--- config.mk ---
export PLATFORM = sky130hd
export DESIGN_NAME = rram_readout_seq
export DESIGN_NICKNAME = d
export VERILOG_FILES = /design/src/rtl/rram_readout_seq.sv
export SDC_FILE = /design/constraint.sdc
export NUM_CORES = 1
export LEC_CHECK = 0
export CAP_MARGIN = 20
export CORE_MARGIN = 4
export CORE_UTILIZATION = 37
export CTS_BUF_LIST = sky130_fd_sc_hd__clkbuf_16
export DETAILED_ROUTE_END_ITERATION = 12
export PLACE_DENSITY = 0.77
export SETUP_SLACK_MARGIN = 0.02
export SLEW_MARGIN = 20
export SYNTH_ARGS = -nofsm -noshare
export SYNTH_HDL_FRONTEND = slang
export SYNTH_SLANG_ARGS = --single-unit
--- constraint.sdc ---
create_clock -name CLK -period 1.5 [get_ports CLK]
set_input_delay 0.3 -clock CLK [delete_from_list [all_inputs] [get_ports CLK]]
set_output_delay 0.3 -clock CLK [all_outputs]
set_load 0.05 [all_outputs]
--- src/rtl/rram_readout_seq.sv ---
// rram_readout_seq: frame sequencer for a column-muxed RRAM ADC readout.
// Each frame sweeps ADCSEL 0..MUX_RATIO-1. Every column is converted for
// CONV_CYCLES cycles and then offered as one valid/ready beat.
// Optional feature macro: RRAM_READOUT_SUM_EN adds a registered sum of all
// channel codes on SUM. Without the macro SUM is tied to zero.
module rram_readout_seq #(
    parameter int unsigned NUM_ADCS    = 32,
    parameter int unsigned ADC_BITS    = 4,
    parameter int unsigned MUX_RATIO   = 16,
    parameter int unsigned CONV_CYCLES = 4,
    localparam int unsigned SW = (MUX_RATIO > 1) ? $clog2(MUX_RATIO) : 1,
    localparam int unsigned AW = ADC_BITS + $clog2(NUM_ADCS),
    localparam int unsigned DW = NUM_ADCS * ADC_BITS
) (
    input  logic          CLK,
    input  logic          RESET_N,
    input  logic          valid_i,
    output logic          ready_o,
    output logic          ADC_CONV,
    output logic [SW-1:0] ADCSEL,
    input  logic [DW-1:0] ADCout,
    output logic [DW-1:0] DOUT,
    output logic [SW-1:0] DOUT_SEL,
    output logic [AW-1:0] SUM,
    output logic          valid_o,
    input  logic          ready_i,
    output logic          BUSY,
    output logic          DONE
);

    localparam int unsigned CW = (CONV_CYCLES > 1) ? $clog2(CONV_CYCLES) : 1;
    localparam logic [CW-1:0] CNT_LAST = CW'(CONV_CYCLES - 1);
    localparam logic [SW-1:0] SEL_LAST = SW'(MUX_RATIO - 1);

    typedef enum logic [1:0] {
        IDLE = 2'd0,
        CONV = 2'd1,
        OUT  = 2'd2,
        FIN  = 2'd3
    } state_t;

    state_t        state_q, state_d;
    logic [CW-1:0] cnt_q, cnt_d;
    logic [SW-1:0] sel_d;
    logic          capture;
    logic          ready_d, busy_d, valid_d, done_d, conv_d;

    // State register with registered status flags decoded from the next state.
    always_ff @(posedge CLK or negedge RESET_N) begin
        if (!RESET_N) begin
            state_q  <= IDLE;
            cnt_q    <= '0;
            ADCSEL   <= '0;
            ready_o  <= 1'b1;
            BUSY     <= 1'b0;
            valid_o  <= 1'b0;
            DONE     <= 1'b0;
            ADC_CONV <= 1'b0;
        end else begin
            state_q  <= state_d;
            cnt_q    <= cnt_d;
            ADCSEL   <= sel_d;
            ready_o  <= ready_d;
            BUSY     <= busy_d;
            valid_o  <= valid_d;
            DONE     <= done_d;
            ADC_CONV <= conv_d;
        end
    end

    // Next-state, column select, conversion counter and output flag decode.
    always_comb begin
        state_d = state_q;
        cnt_d   = cnt_q;
        sel_d   = ADCSEL;
        capture = 1'b0;
        unique case (state_q)
            IDLE: begin
                if (valid_i && ready_o) begin
                    state_d = CONV;
                    sel_d   = '0;
                    cnt_d   = '0;
                end
            end
            CONV: begin
                if (cnt_q == CNT_LAST) begin
                    capture = 1'b1;
                    state_d = OUT;
                end else begin
                    cnt_d = cnt_q + CW'(1);
                end
            end
            OUT: begin
                if (valid_o && ready_i) begin
                    if (ADCSEL == SEL_LAST) begin
                        state_d = FIN;
                    end else begin
                        sel_d   = ADCSEL + SW'(1);
                        cnt_d   = '0;
                        state_d = CONV;
                    end
                end
            end
            FIN: begin
                state_d = IDLE;
            end
            default: begin
                state_d = IDLE;
            end
        endcase
        ready_d = (state_d == IDLE);
        busy_d  = (state_d != IDLE);
        valid_d = (state_d == OUT);
        done_d  = (state_d == FIN);
        conv_d  = (state_d == CONV) && (state_q != CONV);
    end

    // Beat capture: codes and the column they came from, held through OUT.
    always_ff @(posedge CLK or negedge RESET_N) begin
        if (!RESET_N) begin
            DOUT     <= '0;
            DOUT_SEL <= '0;
        end else if (capture) begin
            DOUT     <= ADCout;
            DOUT_SEL <= ADCSEL;
        end
    end

`ifdef RRAM_READOUT_SUM_EN
    logic [AW-1:0] sum_c;

    // Unsigned sum of all channel codes; AW is wide enough for NUM_ADCS max codes.
    always_comb begin
        sum_c = '0;
        for (int unsigned i = 0; i < NUM_ADCS; i++) begin
            sum_c = sum_c + AW'(ADCout[i*ADC_BITS +: ADC_BITS]);
        end
    end

    // Sum register, loaded on the same edge as DOUT.
    always_ff @(posedge CLK or negedge RESET_N) begin
        if (!RESET_N) begin
            SUM <= '0;
        end else if (capture) begin
            SUM <= sum_c;
        end
    end
`else
    assign SUM = '0;
`endif

endmodule

== Word-level counts from Yosys, hierarchy flattened ==
Cells that the tools add are included.
Word-level totals
  memory bits (read-only): 0
  register bits after elaboration: 145
  memories kept: 0
  bits in writable memories: 0
  bits in latches: 0
  word-level logic and storage cells: 51
Operators by class
  reduce and logical (&&, ||, !) cells: 10
  shift-type cells: 0
  multiply operators: 0
  bitwise operators: 0
  multiplexer cells: 16
  $lt $le $gt $ge: 0
  add/subtract/negate cells: 2
  divide/modulo/power cells: 0
  equality and inequality tests: 13
Operators with widths (number)
  $mux W2: 8
  $mux W4: 3
  $eq A2 B2 Y1 const B: 5
  $ne A2 B2 Y1 const B: 4
  $pmux W2 S4: 1
  $pmux W4 S2: 1
  $pmux W2 S3: 1
  $reduce_and A5 Y1: 1
  $add A4 B1 Y4 const B: 1
  $eq A2 B1 Y1 const B: 2
  $eq A4 B4 Y1 const B: 1
  $logic_not A2 Y1: 2
  $reduce_and A4 Y1: 1
  $reduce_bool A2 Y1: 2
  $logic_and A1 B1 Y1: 3
  $reduce_bool A3 Y1: 1
  $add A2 B1 Y2 const B: 1
  $mux W1: 2
  $ne A2 B1 Y1 const B: 1

== Logic depth before layout (Yosys ltp) ==
Gate-level depths: netlist of run 1.
  word-level depth: 6
  gate-level depth with buffers: 6

== Worst setup path after synthesis of run 1 ==
No wires, ideal clock.
  kind: reg-to-reg
  from: register ADCSEL[0]
  to: register cnt_q[1]
  cell stages (with the launch flop): 6
  period minus slack after synthesis: 1.921 ns
  path buffers: 0
  slack: -0.421 ns
  data arrival time: 1.796 ns
  library setup time: 0.125 ns
  cell sequence: dfrtp_1 > ha_1 > nand3_1 > o221ai_2 > nand4b_4 > mux2_4
Between the ends
  longest elaborated chain between the ends: 3
RTL lines
  from (decl): line 20  | output logic [SW-1:0] ADCSEL,
  from (signal assigned): line 62  | ADCSEL <= sel_d;
  $eq A4 B4 Y1: line 95  | if (ADCSEL == SEL_LAST) begin
  $ne A2 B2 Y1 (no line)
  $reduce_and A5 Y1 (no line)
  to (signal assigned): line 61  | cnt_q <= cnt_d;
  to (decl): line 43  | logic [CW-1:0] cnt_q, cnt_d;
No other way between the ends.
A chain may end at the register's enable or synchronous reset.

== Final worst setup path of run 1 ==
  from: register cnt_q[1]
  to: register DOUT[120]
Between the ends
  longest elaborated chain between the ends: 3
RTL lines
  $eq A2 B2 Y1: line 86  | if (cnt_q == CNT_LAST) begin
  $mux W1: line 86
  $mux W1: line 77  | unique case (state_q)
  to (signal assigned): line 124  | DOUT <= ADCout;
  to (decl): line 22  | output logic [DW-1:0] DOUT,
No other way between the ends.

==> results of run 1 <==
## repair_timing
item                                    4_1_cts  5_1_grt
endpoints found under the setup margin      132      138
hold buffers                                  1        0
pin swaps                                     0        1
gates cloned                                  1        2
buffers inserted                              4        1
gates resized for setup                       6       16
hold endpoints to repair                     31        0
## Yosys cell counts (all sizes together) (2+ instances only)
cell type  count  share of area
dfrtp        144           0.61
mux2         134           0.30
buf           26          0.036
nand2          5         0.0032
nand3          3         0.0026
nor2           3         0.0019
a21o           2         0.0026
and3           2         0.0021
ha             2         0.0043
nor2b          2         0.0021
o21ai          2         0.0017
## stage by stage
stage,instances,util
2_1_floorplan,351,-
3_3_place_gp,840,0.681
3_5_place_dp,840,0.681
4_1_cts,878,0.725
5_1_grt,881,0.732
6_report,881,0.732
## sequential cells by signal, summed over array words and instances (netlist names)
name,flops
valid_o,1
state_q,2
DOUT,128
DONE,1
ADC_CONV,1
ADCSEL,4
BUSY,1
ready_o,1
cnt_q,2
DOUT_SEL,4
## logic make-up (layout without fill, tap and decap cells)
family / count (synthesis) / in the layout / synth area share
simple gates: 24 / 24 / 0.0264
xor+xnor: 1 / 1 / 0.00149
flops: 145 / 145 / 0.617
mux: 135 / 135 / 0.303
buf+inv: 27 / 346 / 0.0366
fa+ha+maj: 2 / 2 / 0.00425
other cells: 1 / 9 / 0.000637
compound gates: 8 / 8 / 0.0111
## layout by cell type, fill, tap and decap left out, drive strengths merged, types with 3 or more instances in the layout
master,count
nand2,5
inv,6
buf,180
clkdlybuf4s50,130
clkinv,3
dfrtp,144
clkinvlp,4
nand3,3
conb,9
mux2,134
nor2,3
clkbuf,19
bufinv,3
## power by group through the flow
stage | clock [mW] | sequential, mW | combinational [mW]
after floorplan | 0 | 13.3 | 3.61
after global placement | 0 | 7.87 | 18.9
after global routing | 4.55 | 8.25 | 20.0
final | 4.29 | 8.03 | 19.5
after CTS | 4.35 | 8.01 | 19.4
after detailed placement | 0 | 8.04 | 19.2
## cell type report
class / count / area share
sequential: 145 / 0.323
inverter: 1 / 0.000333
timing repair buffer: 313 / 0.411
clock buffer: 17 / 0.0378
multi-input combinational: 179 / 0.189
tap: 211 / 0.0235
clock inverter: 15 / 0.0149
## how the worst max path moves through the flow
| stage | from | to | slack [ps] | cells past startpoint |
|---|---|---|---|---|
| 2_1_floorplan | ADCSEL[1]$_DFFE_PN0P_ | cnt_q[1]$_DFFE_PN0P_ | -140 | 5 |
| 4_1_cts | cnt_q[0]$_DFFE_PN0P_ | cnt_q[1]$_DFFE_PN0P_ | -100 | 6 |
| 3_3_place_gp | ready_i | cnt_q[1]$_DFFE_PN0P_ | -180 | 5 |
| 5_1_grt | cnt_q[0]$_DFFE_PN0P_ | cnt_q[1]$_DFFE_PN0P_ | -160 | 6 |
| 3_5_place_dp | ready_i | cnt_q[1]$_DFFE_PN0P_ | -230 | 5 |
| 6_report | cnt_q[1]$_DFFE_PN0P_ | DOUT[120]$_DFFE_PN0P_ | -100 | 6 |
## per-layer routing
metal	up-vias	global-route usage	share of wire
met5	-	0	0
met4	0	0.0617	0.015
met3	19	0.0698	0.072
met2	181	0.358	0.55
met1	2072	0.207	0.36
li1	1817	-	-
## critical path: cells and delay by family (launching register included)
kind | cells | cell delay, ps
flops | 1 | 390
buf+inv | 3 | 420
simple gates | 1 | 140
fa+ha+maj | 1 | 180
mux | 1 | 350
==> metrics, run 1 <==
status finished with violations; failing checks setup timing; final net count 791; Worst Path Max Fanout 9; leakage 5.24 nW; later-pin clock latency in the skew report 420 ps; number of global-route vias before repair 4,658; Cells after Synth 343; Reg2Reg Depth 6; Synth Register Bits 145; cells along the critical path ha_2 > nand3b_1 > buf_6 > buf_4 > buf_12 > mux2_2; Peak Freq 625 MHz; final setup vio count 120; largest net degree at the start of global routing 40; sequential power share 0.253; Switch Pwr 13.0 mW; Hold Crit Class in -> async; Initial Util 0.383; minimum clock period 1600 ps; TNS Setup -5410 ps; r2r setup slk -100 ps; Die Height 134 um; FP Rows 45; share of layout cells above drive strength 1 0.536; buffers added on ports 272; Routed WL 17.8 mm; post-DP HPWL 13.0 mm; pwr dens 2820 nW/um^2; Tot Pwr 31.8 mW; first-pass GRT wire length 26.8 mm; Setup WS post-layout -101 ps; CTS tree built; Most used DFF post-synth dfrtp_1; Startpoint Class register; gr ovfl total 0; Worst R2R End DOUT[120]$_DFFE_PN0P_; max_cap viols 0; # DRC 0; Max Root-Sink Buffers 2; Cell Area, Synth 5880 sq um; synth unique cells 32; DIE AREA 18,000 sq um; sequential element share of the synthesized area 0.617; Iteration-0 DRC Markers 102; Max Transition Viols Final 0; routed via count 4,089; area of the multi-input gates 2130 sq um; Die W 134 um; Final Skew 8.50 ps; DR pass1 iterations 4; WP data required 1800 ps; post-synthesis area per instance 17.2 sq um; core area 15,400 sq um; Max stage delay cell, worst path dfrtp_1; crit path capture type register; Crit Path Class reg -> reg; Max VDD drop 1.73 mV; clk sink count 145; post-place setup slack -230 ps; Worst Path Arrival 1900 ps; hold_ws 356 ps; Placer Congestion 0.774; io pins 282; H-tree depth 4; FF+latch area 3640 sq um; Final Hold Viols 0; P_int 18.8 mW; Async S/R FF share, synth 1.00; Detail Route Antenna Nets 0; Worst-path clk slew 60 ps; fillers 904; design area 11,300 sq um; number of synthesized flops with an enable pin 0; CP max stage delay 390 ps; Placed Area 10,500 sq um; RSZ-0062 raised after global routing true; Synth warnings 0; Root Driver clkbuf_16; Syn-to-layout area delta 91.3%; Antenna diodes 0; Via density 4.64; final period utilization 1.07; global-route usage over all layers 0.194; switch share 0.409; r2r startpoint cnt_q[1]$_DFFE_PN0P_; WL/cell 20.2 um; clock group share of total power 0.135; initial antenna violation count 0; combinational fraction of design power 0.612; CTS Buf Count 17
Power figures use the tool's default switching activity.
==> inputs of run 2 (changes only) <==
CORE_UTILIZATION = 41   (was 37)
CTS_CLUSTER_SIZE = 40   (was unset)
PLACE_DENSITY = 0.81   (was 0.77)
clock period = 1.65 ns   (was 1.5 ns; I/O delays follow)
==> metrics, run 2 (same netlist as run 1, synthesis figures left out) <==
Tot Pwr 23.4 mW; RSZ-0062 raised after global routing true; FF+latch area 3640 sq um; buffers added on ports 272; Placer Congestion 0.780; Switch Pwr 10.6 mW; Startpoint Class register; DR pass1 iterations 4; pwr dens 2500 nW/um^2; Placed Area 8650 sq um; Largest regs DOUT: 128 flops, ADCSEL: 4 flops, DOUT_SEL: 4 flops; first-pass GRT wire length 22.5 mm; Max Root-Sink Buffers 2; Final Skew 7.06 ps; Hold Crit Class in -> async; Worst-path clk slew 60 ps; combinational fraction of design power 0.563; Final Hold Viols 0; Worst Path Max Fanout 27; leakage 4.52 nW; global-route usage over all layers 0.177; Max Transition Viols Final 0; Initial Util 0.421; Iteration-0 DRC Markers 147; io pins 282; most frequent cells in the layout buf_4 (152), dfrtp_1 (139), clkdlybuf4s50_1 (130); max_cap viols 0; CTS Buf Count 17; number of global-route vias before repair 4,323; crit path capture type register; fillers 1,003; share of layout cells above drive strength 1 0.524; Syn-to-layout area delta 59.0%; core area 14,000 sq um; commonest non-fill, non-tap cell in the layout buf_4; hold_ws 406 ps; post-DP HPWL 11.0 mm; P_int 12.8 mW; final net count 777; gr ovfl total 0; WL/cell 17.4 um; Die Height 128 um; CTS tree built; Biggest register DOUT; Largest register FFs 128; Die W 128 um; Max VDD drop 1.54 mV; # DRC 0; area of the multi-input gates 2130 sq um; Peak Freq 621 MHz; H-tree depth 4; FP Rows 43; Via density 4.66; Detail Route Antenna Nets 0; Crit Path Class reg -> reg; Root Driver clkbuf_16; minimum clock period 1610 ps; WP data required 1940 ps; DIE AREA 16,300 sq um; largest net degree at the start of global routing 48; switch share 0.452; final period utilization 0.976; Antenna diodes 0; clock group share of total power 0.164; Worst Path Arrival 1900 ps; sequential power share 0.273; initial antenna violation count 0; final setup vio count 0; TNS Setup 0 ps; clk sink count 145; design area 9360 sq um; later-pin clock latency in the skew report 410 ps; status complete, no violations; Routed WL 14.5 mm; routed via count 3,899
==> run 2: timing repair <==
item	4_1_cts	5_1_grt
pin swaps	0	1
resized for setup	4	8
cloned	1	1
hold buffers	1	0
buffers inserted	2	1
endpoints found under the setup margin	62	45
hold endpoints to repair	38	0
==> run 2: final timing paths <==
check	startpoint	end	slack, ps	depth (start not counted)
setup / recovery	cnt_q[1]$_DFFE_PN0P_	DOUT[121]$_DFFE_PN0P_	40	5
hold / removal	RESET_N	DOUT[124]$_DFFE_PN0P_	410	2
setup reg to reg	cnt_q[1]$_DFFE_PN0P_	DOUT[121]$_DFFE_PN0P_	40	5
hold reg to reg	DOUT[126]$_DFFE_PN0P_	DOUT[126]$_DFFE_PN0P_	510	1
max in group asynchronous	RESET_N	DOUT[62]$_DFFE_PN0P_	660	3
min in group CLK	DOUT[126]$_DFFE_PN0P_	DOUT[126]$_DFFE_PN0P_	510	1
==> run 2: layout make-up <==
type,count,area share
flip-flops and latches,145,0.389
clock buffers,17,0.0455
repair buffers,299,0.296
multi-input cells,179,0.228
inverters,1,0.000401
clock inverters,15,0.0179
well taps,180,0.0241
==> run 2: per-layer routing <==
layer / global-route usage / share of wire
met1: 0.197 / 0.37
met2: 0.307 / 0.52
met3: 0.0708 / 0.091
met4: 0.0668 / 0.020
met5: 0 / 0
==> run 2: stage by stage <==
| stage | setup slack [ps] | utilization | instances |
|---|---|---|---|
| 5_1_grt | -11.9 | 0.669 | 836 |
| 3_5_place_dp | -136 | 0.618 | 799 |
| 4_1_cts | 21.1 | 0.665 | 835 |
| 3_3_place_gp | -91.4 | 0.618 | 799 |
| 2_1_floorplan | 6.42 | - | 351 |
| 6_report | 40.0 | 0.669 | 836 |
==> run 2: worst max-delay path, stage by stage, from the launching register on <==
cell and delay (ps):
dfrtp_1 380, ha_2 200, nand3b_1 150, buf_6 180, buf_16 210, mux2_2 360
==> run 2: power groups by stage <==
| stage | Combinational (mW) | Clock [mW] | Sequential, mW |
|---|---|---|---|
| after floorplan | 3.22 | 0 | 12.1 |
| after global placement | 12.9 | 0 | 6.31 |
| after detailed placement | 13.1 | 0 | 6.39 |
| after CTS | 13.2 | 3.95 | 6.38 |
| after global routing | 13.7 | 4.11 | 6.60 |
| final | 13.2 | 3.85 | 6.38 |
==> inputs of run 3 (changes only) <==
CORE_UTILIZATION = 45   (was 41)
DONT_BUFFER_PORTS = 1   (was unset)
PLACE_DENSITY = 0.58   (was 0.81)
==> metrics, run 3 (same netlist as run 1, synthesis figures left out) <==
status finished with violations; failing checks hold timing; gr ovfl total 0; io pins 282; FP Rows 41; final period utilization 0.984; largest net degree at the start of global routing 146; Detail Route Antenna Nets 0; Max Transition Viols Final 0; WL/cell 23.6 um; CP max stage delay 380 ps; Placer Congestion 0.743; Startpoint Class register; r2r setup slk 30 ps; Worst Path Arrival 1910 ps; Largest register FFs 128; post-DP HPWL 9.30 mm; Die W 122 um; minimum clock period 1620 ps; clk sink count 145; Worst-path clk slew 60 ps; Worst Path Max Fanout 11; r2r startpoint cnt_q[1]$_DFFE_PN0P_; most frequent cells in the layout dfrtp_1 (139), mux2_4 (83), mux2_2 (51); Iteration-0 DRC Markers 167; TNS Setup 0 ps; # DRC 0; area of the multi-input gates 2150 sq um; H-tree depth 4; max_cap viols 0; global-route usage over all layers 0.166; Die Height 122 um; initial antenna violation count 0; hold_ws -386 ps; final net count 509; later-pin clock latency in the skew report 410 ps; Via density 5.29; worst-margin pin slew 542 ps; Reg2Reg Depth 5; final setup vio count 0; Initial Util 0.463; CP Buf/Inv Count 2; Syn-to-layout area delta 17.5%; Final Skew 10.1 ps; RSZ-0062 raised after global routing true; Hold Crit Class in -> async; Antenna diodes 0; CTS tree built; Cells after DPL 521; share of layout cells above drive strength 1 0.517; Max Root-Sink Buffers 2; routed via count 2,956; number of global-route vias before repair 3,272; commonest non-fill, non-tap cell in the layout dfrtp_1; FF+latch area 3640 sq um; Crit Path Class reg -> reg; Peak Freq 616 MHz; DR pass1 iterations 4; Biggest register DOUT; DIE AREA 15,000 sq um; Root Driver clkbuf_16; cells along the critical path ha_2 > nand3b_1 > buf_6 > buf_12 > mux2_2; Worst R2R End DOUT[8]$_DFFE_PN0P_; core area 12,700 sq um; first-pass GRT wire length 18.5 mm; Largest regs DOUT: 128 flops, ADCSEL: 4 flops, DOUT_SEL: 4 flops; Final Hold Viols 145; Max stage delay cell, worst path dfrtp_1; Routed WL 13.2 mm; slew margin rel. 0.639; buffers added on ports 0; crit path capture type register; fillers 1,064; WP data required 1940 ps; CP delay by family, top flip-flops; CTS Buf Count 17; Non-Filler Instances 559
[run 3: changes by cell type in the layout (fill, tap and decap cells not counted), moves of 2 or more]
cell / delta
buf_4: -133
clkdlybuf4s50_1: -130
mux2_2: -7
mux2_4: +7
buf_12: -5
clkinv_1: +4
clkinvlp_4: -4
clkbuf_16: +3
inv_6: -3
buf_16: -2
inv_1: +2
[run 3: worst max path at each step]
| stage | from | endpoint | slack (ps) | cells after the start |
|---|---|---|---|---|
| 6_report | cnt_q[1]$_DFFE_PN0P_ | DOUT[8]$_DFFE_PN0P_ | 30 | 5 |
| 4_1_cts | cnt_q[0]$_DFFE_PN0P_ | DOUT[4]$_DFFE_PN0P_ | 5 | 5 |
| 3_5_place_dp | cnt_q[0]$_DFFE_PN0P_ | DOUT[4]$_DFFE_PN0P_ | 2 | 5 |
| 5_1_grt | cnt_q[1]$_DFFE_PN0P_ | cnt_q[1]$_DFFE_PN0P_ | -40 | 6 |
| 2_1_floorplan | ADCSEL[1]$_DFFE_PN0P_ | cnt_q[1]$_DFFE_PN0P_ | 6 | 5 |
| 3_3_place_gp | cnt_q[0]$_DFFE_PN0P_ | DOUT[89]$_DFFE_PN0P_ | 50 | 5 |
[run 3: area by class of cell]
type | instances | share of cell area
Clock buffer | 17 | 0.0615
Timing Repair Buffer | 31 | 0.0545
Clock inverter | 14 | 0.0157
Multi-Input combinational cell | 179 | 0.310
Tap cell | 172 | 0.0311
Inverter | 1 | 0.000543
Sequential cell | 145 | 0.526
[run 3: stage by stage]
stage                     hold WS (ps)   util  setup slack (ps)  instance area, sq um
after floorplan                   34.4      -              6.42                  5950
after global placement            37.8  0.487              49.8                  6190
after detailed placement          38.0  0.487              1.79                  6190
after CTS                         -410  0.529              5.14                  6730
after global routing              -417  0.543             -45.0                  6910
final                             -386  0.543              27.0                  6910
[run 3: metal layers]
metal  vias up  wire length [um]  GRT usage
met5         -                 0          0
met1      1523              4630      0.174
met2       157              7040      0.282
met3        24              1250     0.0765
met4         0               258     0.0777
li1       1252                 -          -
[run 3: timing repair]
| action | in CTS | in global routing |
|---|---|---|
| pin swaps | 0 | 1 |
| resized for setup | 2 | 14 |
| setup endpoints to repair | 11 | 90 |
| setup buffers | 0 | 2 |
| gates cloned | 0 | 5 |
| endpoints found under the hold margin | 145 | 145 |
Power of run 3 is left out: the tool's default activity adds up to more than one toggle a clock period on the data nets, which glitch-free logic cannot reach.
